==> src/rtl/kcpsm_bus_pkg.sv <==
// Shared definitions for the KCPSM6-style port bus master: op codes,
// FSM state encodings, bus width and the queued command layout.
package kcpsm_bus_pkg;

  localparam int BUS_W = 8;

  typedef enum logic [1:0] {
    OP_WRITE  = 2'b00,
    OP_READ   = 2'b01,
    OP_KWRITE = 2'b10,
    OP_RSVD   = 2'b11
  } op_e;

  typedef enum logic [2:0] {
    ST_IDLE   = 3'd0,
    ST_SETUP  = 3'd1,
    ST_STROBE = 3'd2,
    ST_RESP   = 3'd3,
    ST_ACK    = 3'd4
  } state_e;

  typedef struct packed {
    op_e              op;
    logic [BUS_W-1:0] addr;
    logic [BUS_W-1:0] data;
  } cmd_t;

  localparam int CMD_W = $bits(cmd_t);

endpackage

==> src/rtl/port_cmd_fifo.sv <==
// Synchronous command FIFO. The head entry is read straight from the
// storage registers, so a word pushed on an edge is visible only after it.
module port_cmd_fifo
  import kcpsm_bus_pkg::*;
#(
  parameter int DEPTH = 8,
  parameter int WIDTH = CMD_W
) (
  input  logic             clk,
  input  logic             rst,
  input  logic             push_i,
  input  logic [WIDTH-1:0] wdata_i,
  input  logic             pop_i,
  output logic [WIDTH-1:0] rdata_o,
  output logic             full_o,
  output logic             empty_o
);

  localparam int AW = $clog2(DEPTH);

  logic [WIDTH-1:0] mem_q [DEPTH];
  logic [AW:0]      wrPtr_q;
  logic [AW:0]      rdPtr_q;
  logic             doPush;
  logic             doPop;

  // Pointers carry one extra wrap bit so full and empty can be told apart.
  assign full_o  = (wrPtr_q[AW] != rdPtr_q[AW]) && (wrPtr_q[AW-1:0] == rdPtr_q[AW-1:0]);
  assign empty_o = (wrPtr_q == rdPtr_q);
  assign doPush  = push_i && !full_o;
  assign doPop   = pop_i && !empty_o;
  assign rdata_o = mem_q[rdPtr_q[AW-1:0]];

  // Pointer update; push and pop in one cycle both advance, count unchanged.
  always_ff @(posedge clk) begin
    if (rst) begin
      wrPtr_q <= '0;
      rdPtr_q <= '0;
    end else begin
      if (doPush) wrPtr_q <= wrPtr_q + (AW+1)'(1);
      if (doPop)  rdPtr_q <= rdPtr_q + (AW+1)'(1);
    end
  end

  // Storage write; contents need no reset because empty gates every read.
  always_ff @(posedge clk) begin
    if (doPush) mem_q[wrPtr_q[AW-1:0]] <= wdata_i;
  end

endmodule

==> src/rtl/kcpsm_port_master.sv <==
// Hardware initiator for the KCPSM6 port I/O bus. Runs queued WRITE, READ
// and KWRITE commands as SETUP/STROBE bus cycles, returns read data through
// a held response register and acknowledges the peripheral interrupt.
module kcpsm_port_master
  import kcpsm_bus_pkg::*;
#(
  parameter int FIFO_DEPTH = 8,
  parameter bit IRQ_EN     = 1'b1
) (
  input  logic             clk,
  input  logic             rst,
  input  logic             cmd_valid,
  output logic             cmd_ready,
  input  logic [1:0]       cmd_op,
  input  logic [BUS_W-1:0] cmd_addr,
  input  logic [BUS_W-1:0] cmd_wdata,
  output logic             rsp_valid,
  input  logic             rsp_ready,
  output logic [BUS_W-1:0] rsp_addr,
  output logic [BUS_W-1:0] rsp_data,
  output logic             busy,
  output logic [7:0]       irq_count,
  output logic [BUS_W-1:0] port_id,
  output logic [BUS_W-1:0] out_port,
  input  logic [BUS_W-1:0] in_port,
  output logic             write_strobe,
  output logic             k_write_strobe,
  output logic             read_strobe,
  input  logic             interrupt,
  output logic             interrupt_ack
);

  state_e           state_q, state_d;
  op_e              op_q, op_d;
  logic [BUS_W-1:0] portId_q, portId_d;
  logic [BUS_W-1:0] outPort_q, outPort_d;
  logic [BUS_W-1:0] rspAddr_q, rspAddr_d;
  logic [BUS_W-1:0] rspData_q, rspData_d;
  logic [7:0]       irqCount_q, irqCount_d;

  cmd_t fifoWdata;
  cmd_t head;
  logic fifoFull;
  logic fifoEmpty;
  logic fifoPop;
  logic irqReq;
  logic atBoundary;

  assign fifoWdata = '{op: op_e'(cmd_op), addr: cmd_addr, data: cmd_wdata};
  assign irqReq    = IRQ_EN && interrupt;

  port_cmd_fifo #(
    .DEPTH (FIFO_DEPTH),
    .WIDTH (CMD_W)
  ) u_fifo (
    .clk     (clk),
    .rst     (rst),
    .push_i  (cmd_valid),
    .wdata_i (fifoWdata),
    .pop_i   (fifoPop),
    .rdata_o (head),
    .full_o  (fifoFull),
    .empty_o (fifoEmpty)
  );

  // State and datapath registers; reset drops any in-flight cycle and response.
  always_ff @(posedge clk) begin
    if (rst) begin
      state_q    <= ST_IDLE;
      op_q       <= OP_WRITE;
      portId_q   <= '0;
      outPort_q  <= '0;
      rspAddr_q  <= '0;
      rspData_q  <= '0;
      irqCount_q <= '0;
    end else begin
      state_q    <= state_d;
      op_q       <= op_d;
      portId_q   <= portId_d;
      outPort_q  <= outPort_d;
      rspAddr_q  <= rspAddr_d;
      rspData_q  <= rspData_d;
      irqCount_q <= irqCount_d;
    end
  end

  // Next-state logic; interrupts are taken only in IDLE or between transactions.
  always_comb begin
    state_d    = state_q;
    op_d       = op_q;
    portId_d   = portId_q;
    outPort_d  = outPort_q;
    rspAddr_d  = rspAddr_q;
    rspData_d  = rspData_q;
    irqCount_d = irqCount_q;
    fifoPop    = 1'b0;
    atBoundary = 1'b0;

    case (state_q)
      ST_IDLE: begin
        if (irqReq) begin
          state_d = ST_ACK;
        end else if (!fifoEmpty) begin
          fifoPop = 1'b1;
          if (head.op != OP_RSVD) begin
            state_d  = ST_SETUP;
            op_d     = head.op;
            portId_d = head.addr;
            if (head.op != OP_READ) outPort_d = head.data;
          end
        end
      end
      ST_SETUP: state_d = ST_STROBE;
      ST_STROBE: begin
        if (op_q == OP_READ) begin
          state_d   = ST_RESP;
          rspAddr_d = portId_q;
          rspData_d = in_port;
        end else begin
          atBoundary = 1'b1;
        end
      end
      ST_RESP: atBoundary = rsp_ready;
      ST_ACK: begin
        state_d    = ST_IDLE;
        irqCount_d = irqCount_q + 8'd1;
      end
      default: state_d = ST_IDLE;
    endcase

    if (atBoundary) begin
      if (irqReq) begin
        state_d = ST_ACK;
      end else if (!fifoEmpty && head.op != OP_RSVD) begin
        fifoPop  = 1'b1;
        state_d  = ST_SETUP;
        op_d     = head.op;
        portId_d = head.addr;
        if (head.op != OP_READ) outPort_d = head.data;
      end else begin
        state_d = ST_IDLE;
      end
    end
  end

  assign cmd_ready      = !fifoFull;
  assign busy           = (state_q != ST_IDLE) || !fifoEmpty;
  assign port_id        = portId_q;
  assign out_port       = outPort_q;
  assign write_strobe   = (state_q == ST_STROBE) && (op_q == OP_WRITE);
  assign k_write_strobe = (state_q == ST_STROBE) && (op_q == OP_KWRITE);
  assign read_strobe    = (state_q == ST_STROBE) && (op_q == OP_READ);
  assign interrupt_ack  = IRQ_EN && (state_q == ST_ACK);
  assign rsp_valid      = (state_q == ST_RESP);
  assign rsp_addr       = rspAddr_q;
  assign rsp_data       = rspData_q;
  assign irq_count      = irqCount_q;

endmodule

==> config.mk <==
export PLATFORM = sky130hd
export DESIGN_NAME = kcpsm_port_master
export DESIGN_NICKNAME = d
export VERILOG_FILES = /design/src/rtl/kcpsm_bus_pkg.sv /design/src/rtl/port_cmd_fifo.sv /design/src/rtl/kcpsm_port_master.sv
export SDC_FILE = /design/constraint.sdc
export NUM_CORES = 1
export LEC_CHECK = 0
export ABC_AREA = 1
export CAP_MARGIN = 5
export CORE_UTILIZATION = 25
export CTS_BUF_LIST = sky130_fd_sc_hd__clkbuf_16
export DETAILED_ROUTE_END_ITERATION = 8
export PLACE_DENSITY_LB_ADDON = 0.25
export SYNTH_ARGS = -nofsm -noshare
export SYNTH_HDL_FRONTEND = slang
export SYNTH_SLANG_ARGS = --single-unit
==> constraint.sdc <==
create_clock -name clk -period 3.5 [get_ports clk]
set_clock_uncertainty 0.2 [all_clocks]
set_input_delay 0.35 -clock clk [delete_from_list [all_inputs] [get_ports clk]]
set_output_delay 0.35 -clock clk [all_outputs]
set_load 0.1 [all_outputs]
==> results.md, run 1 <==
* Status: completed
* Type of destination of the critical path: output port
* Nets@finish at around 880
* Final core occ at 0.3118
* Sequential Power Share at 0.401
* Clock Tree Buf Depth at 2
* Worst setup SP type: register
* Ys Warns at 0
* M1 WL at 9457 µm
* CP Data Required Time at 2.95 ns
* Largest net degree at the start of global routing at 47
* Static Leak at around 3.7 nW
* Hold-fix buffer count after cts at 0
* Synth Area in Adders at 0.004658
* Mapped Area at 8058 µm²
* Area after DPL at roughly 9300 µm²
* Synth cell types at 37
* Die area at between 30000 and 40000 µm²
* Power density cells at between 700 and 800 nW/µm²
* Layout cells sized above 1 at 0.1050
* Routed wire per std cell at 15.59 µm
* Detail Route Antenna Nets at 0
* Synth top area share at 0.5366
* Vias in the first global route at 5254
* Initial drt markers at around 350
* Total CTS buffers at 17
* Die Wd at around 180 µm
* ANT cells at 0
* Max Used Layer: met4
* Hold crit path type: reg2reg
* Combinational share of power at 0.330
* Total GRT Usage at 0.1227
* DR pass1 iterations at 5
* Largest cells by area after synthesis: edfxtp_1 54%, dfxtp_1 14%, nand2_1 6.7%
* CTS tree: done
* First-pass GRT wire length at 30670 µm
* Post-CTS Setup Repair Bufs at 0
* Worst-margin pin slew at about 1.0 ns
* Core area at 31640 µm²
* EDFF count, synth at 144
* XOR/XNOR Fraction of Synth Area at 0.003261
* Clock Power Share at 0.269
* Hold WS at 0.2529 ns
* Clock latency on the worst-skew pair at 0.43 ns
* RSZ-0062 raised after global routing: false
* I/O pins at a little under 80
* Port Buf Inserts at 77
* Slew HR at 0.3152
* Area grow syn2layout at 22.42%
* Clock sink count at 200
* Routed met3 length at 800 µm
* Post-synth ARST share at 0
* F_max at roughly 340 MHz
* Max Cap Viol at 0
* Max IR drop VDD at 0.3078 mV
* Syn Nets at 798
* Final worst path period share at 0.8385
* Clock slew at reported path FFs at 0.07 ns
* GR Overflow Total at 0
* Internal Power at 4.209 mW
* Dominant synthesized flop cell: edfxtp_1
* Detailed-route DRC error count at 0
* Final Setup Violations at 0
* Most frequent cells in the layout: 144 x nand2_1, 144 x edfxtp_1, 83 x nor2_1
* Worst path arrival time at ~2.4 ns
* Psw at 2.729 mW
* Setup tns final at 0 ns
* DIE HEIGHT at 181.5 µm
* Maximum fanout along the worst path at 5
* Starting density of the core at 0.2547
* Critical path class: reg2out
* Placed insts at roughly 1200
* Final hold viol count at 0
* Simple-gate area share of the yosys netlist at 0.1840
* Post-synthesis mux area share at 0
* WL final at a little under 20000 µm
* Fin. max-slew vios at 0
* Met2 routed WL at 9221 µm
* FP Rows at 65
* Design area at just under 10000 µm²
* Area leader, netlist: edfxtp_1
* Syn_area_per_cell at 10.55 µm²
* PostCTS Resize Cnt at 0
* Final GP Congestion at ~0.71
* Register area share after synthesis at 0.6758
* Switching part of the total power at 0.3934
* Initial antenna violation count at 0
* Mapped Cells at 764
* Crit path time final at 2.935 ns
* Via count at 5488
* Number of H-tree levels at 4
* Synth Area in Compound Gates at 0.07764
* Non-Filler Instances at 1259
* CTS root buf: clkbuf_16
* Vias per cell at 4.359
* Seq cells post-synth at 200
* Dpl hpwl at between 10000 and 15000 µm
* Largest family of logic cells by synthesized area: simple AND/OR/NAND/NOR gates
[stage by stage]
stage | worst slack (ns) | total power [mW]
floorplan | 0.3077 | 4.547
global placement | 0.8898 | 5.150
detailed placement | 0.8386 | 5.154
CTS | 0.5504 | 7.026
global route | 0.4356 | 7.308
finish | 0.5653 | 6.939
[synthesized netlist by cell type, drive strengths merged (8+ instances only)]
library cell	number
edfxtp	144
o21ai	52
buf	18
nor2	95
inv	69
nand3	81
nand2	151
clkbuf	17
dfxtp	56
nor3	8
a21oi	39
[registers in the layout (all words and copies together) (netlist names), named ones only]
signal and flops:
port_id 8, u_fifo.rdPtr_q 4, rsp_data 8, state_q 3, out_port 8, op_q 2
irq_count 8, rsp_addr 8, u_fifo.mem_q 144, u_fifo.wrPtr_q 4
[layer usage]
metal | global-route usage | vias to the layer above
li1 | - | 2764
met3 | 0.02567 | 8
met1 | 0.1657 | 2605
met4 | 0.02983 | 0
met5 | 0 | -
met2 | 0.2002 | 111
[critical path, cell delays in order (launching register included)]
cell	delay, ns
dfxtp_1	0.40
inv_1	0.11
nand2_1	0.07
nand4_1	0.08
nor2_1	0.21
nand3_1	0.10
clkdlybuf4s50_1	0.98
[cells by family after synthesis]
kind of cell    Yosys count
simple gates            343
xor+xnor                  3
compound gates          111
fa+ha+maj                 3
buf+inv                 104
flops                   200
[layout make-up]
class                   count  area [µm²]
fillers                  3213       21770
flip-flops and latches    200        5446
multi-input cells         460        2197
repair buffers             96       900.9
well taps                 402       503.0
clock buffers              17       425.4
inverters                  69       261.5
clock inverters            15       130.1
[power groups by stage]
stage / Sequential, mW / Combinational (mW) / Clock [mW]
floorplan: 3.33 / 1.21 / 0
global placement: 2.83 / 2.32 / 0
detailed placement: 2.84 / 2.32 / 0
CTS: 2.78 / 2.32 / 1.92
global route: 2.80 / 2.50 / 2.01
finish: 2.78 / 2.29 / 1.87
[final timing paths]
check                                        from      endpoint  slack [ns]  cells past startpoint
worst max-delay path            u_fifo.wrPtr_q[1]          busy        0.57                      6
worst min register to register       irq_count[7]  irq_count[7]        0.25                      1
worst max register to register           register    port_id[0]        0.87                      9
worst min-delay path                 irq_count[7]  irq_count[7]        0.25                      1
Note: power is estimated with default switching activity, not from simulation.
==> run 2, diff against run 1 <==
==> constraint.sdc (replaced) <==
create_clock -name clk -period 2.9 [get_ports clk]
set_clock_uncertainty 0.2 [all_clocks]
set_input_delay 0.29 -clock clk [delete_from_list [all_inputs] [get_ports clk]]
set_output_delay 0.29 -clock clk [all_outputs]
set_load 0.1 [all_outputs]
==> results.md, run 2 (same netlist as run 1, synthesis figures left out) <==
* Status: completed (unchanged)
* Worst reg2reg endpoint: u_fifo.mem_q[4][10] (was port_id[0])
* Vias in the first global route at 5387 (was 5254)
* Worst path arrival time at 1.92 ns (was 2.38 ns)
* Routed wire per std cell at 15.57 µm (was 15.59 µm)
* CTS tree: done (unchanged)
* Vias per cell at 4.423 (was 4.359)
* Worst setup SP type: register (unchanged)
* Starting density of the core at 0.2547 (unchanged)
* Maximum fanout along the worst path at 6 (was 5)
* Hold-fix buffer count after cts at 0 (unchanged)
* Max Cap Viol at 0 (unchanged)
* Die Wd at 181.5 µm (unchanged)
* PostCTS Resize Cnt at 0 (unchanged)
* Fillers at 3199 (was 3213)
* Total GRT Usage at 0.1229 (was 0.1227)
* Dpl hpwl at 12800 µm (was 12130 µm)
* Slowest cell on the critical path: nor3_2 (was clkdlybuf4s50_1)
* Critical path class: reg2out (unchanged)
* Max reg flops at 144 (unchanged)
* Area grow syn2layout at 22.55% (was 22.42%)
* Core area at 31640 µm² (unchanged)
* Worst Reg-to-Reg Cells at 10 (was 9)
* Met2 routed WL at 8942 µm (was 9221 µm)
* CP Depth at 5 (was 6)
* Nets@finish at 886 (was 878)
* Detail Route Antenna Nets at 0 (unchanged)
* Clock latency on the worst-skew pair at 0.44 ns (was 0.43 ns)
* F_max at 415.0 MHz
* Layout cells sized above 1 at 0.1642 (was 0.1050)
* Clock sink count at 200 (unchanged)
* Setup tns final at 0 ns (unchanged)
* Initial antenna violation count at 0 (unchanged)
* Area after DPL at 9276 µm² (was 9309 µm²)
* M1 WL at 9777 µm (was 9457 µm)
* Reg2reg start: u_fifo.wrPtr_q[1]
* Type of destination of the critical path: output port (unchanged)
* Port Buf Inserts at 77 (unchanged)
* Final worst path period share at 0.8309
* Hold crit path type: in2reg (was reg2reg)
* Area of the multi-input gates at 2197 µm² (unchanged)
* Final Setup Violations at 0 (unchanged)
* Slew HR at 0.6691 (was 0.3152)
* Power density cells at 866.7 nW/µm² (was 703.4 nW/µm²)
* Max stage delay on crit path at 0.39 ns (was 0.98 ns)
* Final GP Congestion at 0.7391 (was 0.7100)
* CTS root buf: clkbuf_16 (unchanged)
* Detailed-route DRC error count at 0 (unchanged)
* Crit path time final at 2.409 ns
* I/O pins at 78 (unchanged)
* DIE HEIGHT at 181.5 µm (unchanged)
* Final worst setup slack at 0.4905 ns (was 0.5653 ns)
* Fin. max-slew vios at 0 (unchanged)
* Largest net degree at the start of global routing at 71 (was 47)
* Max IR drop VDD at 0.4872 mV (was 0.3078 mV)
* Reg-to-reg setup timing slack at 0.62 ns (was 0.87 ns)
* Static Leak at 3.837 nW (was 3.693 nW)
* Hold path depth at 3 (was 1)
* GR Overflow Total at 0 (unchanged)
* Max Used Layer: met4 (unchanged)
* WL final at 19730 µm (was 19630 µm)
* Total CTS buffers at 17 (unchanged)
* Most frequent cells in the layout: 144 x nand2_1, 144 x edfxtp_1, 83 x nor2_1 (unchanged)
* DP Worst Slack at 0.5990 ns (was 0.8386 ns)
* Number of H-tree levels at 4 (unchanged)
* Clock slew at reported path FFs at 0.08 ns (was 0.07 ns)
* Die area at 32950 µm² (unchanged)
* Routed met3 length at 860 µm (was 800 µm)
* Design area at 9874 µm² (was 9864 µm²)
* Cell family with most CP delay: buffers and inverters (unchanged)
* ANT cells at 0 (unchanged)
* CP Data Required Time at 2.41 ns (was 2.95 ns)
* Clock Tree Buf Depth at 2 (unchanged)
* DR pass1 iterations at 4 (was 5)
* First-pass GRT wire length at 31040 µm (was 30670 µm)
* Worst path cell trace: inv_1 -> nor3_2 -> inv_1 -> nor3_2 -> buf_4 (was inv_1 -> nand2_1 -> nand4_1 -> nor2_1 -> nand3_1 -> clkdlybuf4s50_1)
* FP Rows at 65 (unchanged)
* RSZ-0062 raised after global routing: false (unchanged)
* Worst-margin pin slew at 0.4937 ns (was 1.024 ns)
* Final hold viol count at 0 (unchanged)
* Flip-flop and latch area at 5446 µm² (unchanged)
* Post-CTS Setup Repair Bufs at 0 (unchanged)
* Via count at 5604 (was 5488)
* CP Capture Point: read_strobe (was busy)
* CP bufs+invs at 3 (was 2)
* CP startpoint: state_q[1] (was u_fifo.wrPtr_q[1])
* Initial drt markers at 286 (was 351)
* Hold WS at 0.2403 ns (was 0.2529 ns)
[run 2: cell count changes in the layout (fill, tap and decap cells not counted), sizes merged]
cell and delta:
buf +50, bufinv +1, clkdlybuf4s50 -42, clkinvlp -1
[run 2: how the worst min path moves through the flow]
stage | start | endpoint | slack [ns]
final | in_port[2] | rsp_data[2] | 0.24
after global routing | in_port[6] | rsp_data[6] | 0.23
after CTS | in_port[2] | rsp_data[2] | 0.22
after detailed placement | irq_count[7] | irq_count[7] | 0.24
after global placement | irq_count[7] | irq_count[7] | 0.24
after floorplan | rst | op_q[1] | 0.16
[run 2: power by group]
part	switching, mW	internal (mW)
Clock	1.17	1.24
Sequential	0.134	3.24
Combinational	2.06	0.716
[run 2: worst register-to-register path, delay by kind of cell, from the launching register on]
family	cells	cell delay, ns
buf+inv	3	0.45
flops	1	0.42
simple gates	7	0.93
[run 2: routing by layer]
metal  global-route usage  up-vias
li1                     -     2779
met1               0.1732     2699
met2               0.1928      116
met3              0.02487       10
met4              0.02915        0
met5                    0        -
[run 2: area by class of cell]
type | instances | area share
sequential | 200 | 0.5516
multi-input combinational | 460 | 0.2225
timing repair buffer | 104 | 0.08794
tap | 402 | 0.05094
clock buffer | 17 | 0.04308
inverter | 69 | 0.02648
clock inverter | 15 | 0.01749
[run 2: through the flow]
step           total power [mW]    util  std cells
2_1_floorplan             5.488       -        764
3_3_place_gp              6.226  0.2932       1235
3_5_place_dp              6.228  0.2932       1235
4_1_cts                   8.641  0.3121       1267
5_1_grt                   8.996  0.3121       1267
6_report                  8.559  0.3121       1267
==> run 3, diff against run 2 <==
==> constraint.sdc (replaced) <==
create_clock -name clk -period 2.1 [get_ports clk]
set_clock_uncertainty 0.2 [all_clocks]
set_input_delay 0.21 -clock clk [delete_from_list [all_inputs] [get_ports clk]]
set_output_delay 0.21 -clock clk [all_outputs]
set_load 0.1 [all_outputs]
==> results.md, run 3 (same netlist as run 1, synthesis figures left out) <==
* F_max at 489.9 MHz
* FP Rows at 65 (unchanged)
* Final hold viol count at 0 (unchanged)
* First-pass GRT wire length at 30470 µm (was 31040 µm)
* Vias per cell at 4.365 (was 4.423)
* Detailed-route DRC error count at 0 (unchanged)
* Power density cells at 1159 nW/µm² (was 866.7 nW/µm²)
* Fillers at 3179 (was 3199)
* Initial drt markers at 393 (was 286)
* WL final at 19690 µm (was 19730 µm)
* Core area at 31640 µm² (unchanged)
* DIE HEIGHT at 181.5 µm (unchanged)
* Hold path start: in_port[3] (was in_port[2])
* Final core occ at 0.3281 (was 0.3121)
* Most frequent cells in the layout: 144 x edfxtp_1, 139 x nand2_1, 80 x nor2_1 (was 144 x nand2_1, 144 x edfxtp_1, 83 x nor2_1)
* CP Data Required Time at 1.69 ns (was 2.41 ns)
* Commonest non-fill, non-tap cell in the layout: edfxtp_1
* Starting density of the core at 0.2547 (unchanged)
* Sequential Power Share at 0.390 (was 0.394)
* Psw at 4.675 mW (was 3.362 mW)
* Die Wd at 181.5 µm (unchanged)
* I/O pins at 78 (unchanged)
* Nets@finish at 898 (was 886)
* RSZ-0062 raised after global routing: true (was false)
* Port Buf Inserts at 77 (unchanged)
* Largest net degree at the start of global routing at 45 (was 71)
* Clock sink count at 200 (unchanged)
* Final Setup Violations at 0 (unchanged)
* Internal Power at 7.356 mW (was 5.197 mW)
* Final worst path period share at 0.9721
* Slew HR at 0.7434 (was 0.6691)
* Area of the multi-input gates at 2345 µm² (was 2197 µm²)
* Critical path class: reg2out (unchanged)
* Final GP Congestion at 0.7475 (was 0.7391)
* Combinational share of power at 0.345 (was 0.324)
* GR Overflow Total at 0 (unchanged)
* Total power at 12.03 mW (was 8.559 mW)
* Detail Route Antenna Nets at 0 (unchanged)
* Max IR drop VDD at 0.7067 mV (was 0.4872 mV)
* Routed wire per std cell at 15.38 µm (was 15.57 µm)
* Crit path time final at 2.041 ns
* CTS root buf: clkbuf_16 (unchanged)
* Vias in the first global route at 5304 (was 5387)
* Die area at 32950 µm² (unchanged)
* Clock Power Share at 0.264 (was 0.282)
* Flip-flop and latch area at 5459 µm² (was 5446 µm²)
* Fin. max-slew vios at 0 (unchanged)
* Hold-fix buffer count after cts at 0 (unchanged)
* Total CTS buffers at 17 (unchanged)
* Hold WS at 0.1759 ns (was 0.2403 ns)
* Clock Tree Buf Depth at 2 (unchanged)
* Via count at 5587 (was 5604)
* Worst-margin pin slew at 0.3844 ns (was 0.4937 ns)
* Dpl hpwl at 12530 µm (was 12800 µm)
* Worst path arrival time at 1.63 ns (was 1.92 ns)
* Layout cells sized above 1 at 0.1995 (was 0.1642)
* Initial antenna violation count at 1 (was 0)
* Type of destination of the critical path: output port (unchanged)
* Worst setup SP type: register (unchanged)
* Clock latency on the worst-skew pair at 0.43 ns (was 0.44 ns)
* Clock slew at reported path FFs at 0.07 ns (was 0.08 ns)
* Maximum fanout along the worst path at 7 (was 6)
* Max reg flops at 144 (unchanged)
* Hold crit path type: in2reg (unchanged)
* Total GRT Usage at 0.1210 (was 0.1229)
* Status: completed (unchanged)
* Reg-to-reg setup timing slack at 0.12 ns (was 0.62 ns)
* CP startpoint: state_q[1] (unchanged)
* Switching part of the total power at 0.3886 (was 0.3928)
* DR pass1 iterations at 4 (unchanged)
* Area grow syn2layout at 28.84% (was 22.55%)
* Number of H-tree levels at 4 (unchanged)
* Static Leak at 3.995 nW (was 3.837 nW)
* CTS tree: done (unchanged)
* Max Cap Viol at 0 (unchanged)
run 3: cell types whose count changed in the layout (fill, tap and decap cells not counted), moves of 6 or more:
| cell | delta |
|---|---|
| buf_12 | +21 |
| dfxtp_2 | +7 |
| nor2_4 | +10 |
| dfxtp_1 | -8 |
| nor2_2 | -7 |
| nand2_4 | +6 |
| buf_4 | -12 |
run 3: worst paths after layout:
path / endpoint / cells past startpoint
setup / recovery: read_strobe / 6
hold / removal: rsp_data[3] / 3
setup reg to reg: port_id[4] / 12
hold reg to reg: irq_count[7] / 1
run 3: power by group through the flow:
stage | logic, mW | registers, mW | clock network, mW
2_1_floorplan | 2.06 | 5.56 | 0
3_3_place_gp | 4.06 | 4.76 | 0
3_5_place_dp | 4.06 | 4.77 | 0
4_1_cts | 4.09 | 4.68 | 3.27
5_1_grt | 4.50 | 4.73 | 3.43
6_report | 4.15 | 4.70 | 3.18
run 3: metal layers:
metal,track usage,vias up,part of all wire
met5,0,-,0
met4,0.02576,0,0.0053
met3,0.02667,7,0.040
met2,0.1943,93,0.48
met1,0.1666,2683,0.48
li1,-,2804,-
run 3: timing repair:
item,in CTS,in global routing
cloned,0,2
pin swaps,1,2
resized for setup,4,20
buffers inserted,0,3
endpoints found under the setup margin,3,21
run 3: metrics by stage:
step / instance area [µm²] / setup slack (ns) / TNS [ns] / instances
finish: 10380 / 0.05864 / 0 / 1280
global route: 10380 / -0.03174 / -0.04999 / 1279
CTS: 10260 / -0.02986 / -0.02986 / 1274
detailed placement: 9686 / 0.005620 / 0 / 1242
global placement: 9686 / 0.05315 / 0 / 1242
floorplan: 8172 / -0.1060 / -0.4923 / 764
run 3: layout make-up:
cell class                 instances  share of cell area
tap                              402             0.04845
sequential                       200              0.5259
clock inverter                    15             0.01326
inverter                          69             0.02591
antenna                            1           0.0002411
timing repair buffer             116              0.1194
multi-input combinational        460              0.2259
clock buffer                      17             0.04098
run 3: critical path: stages, from the launching register on:
cell and delay [ns]:
dfxtp_2 0.36, inv_2 0.05, nor3_4 0.18, inv_2 0.10, nor3_4 0.20, buf_12 0.16
buf_12 0.17
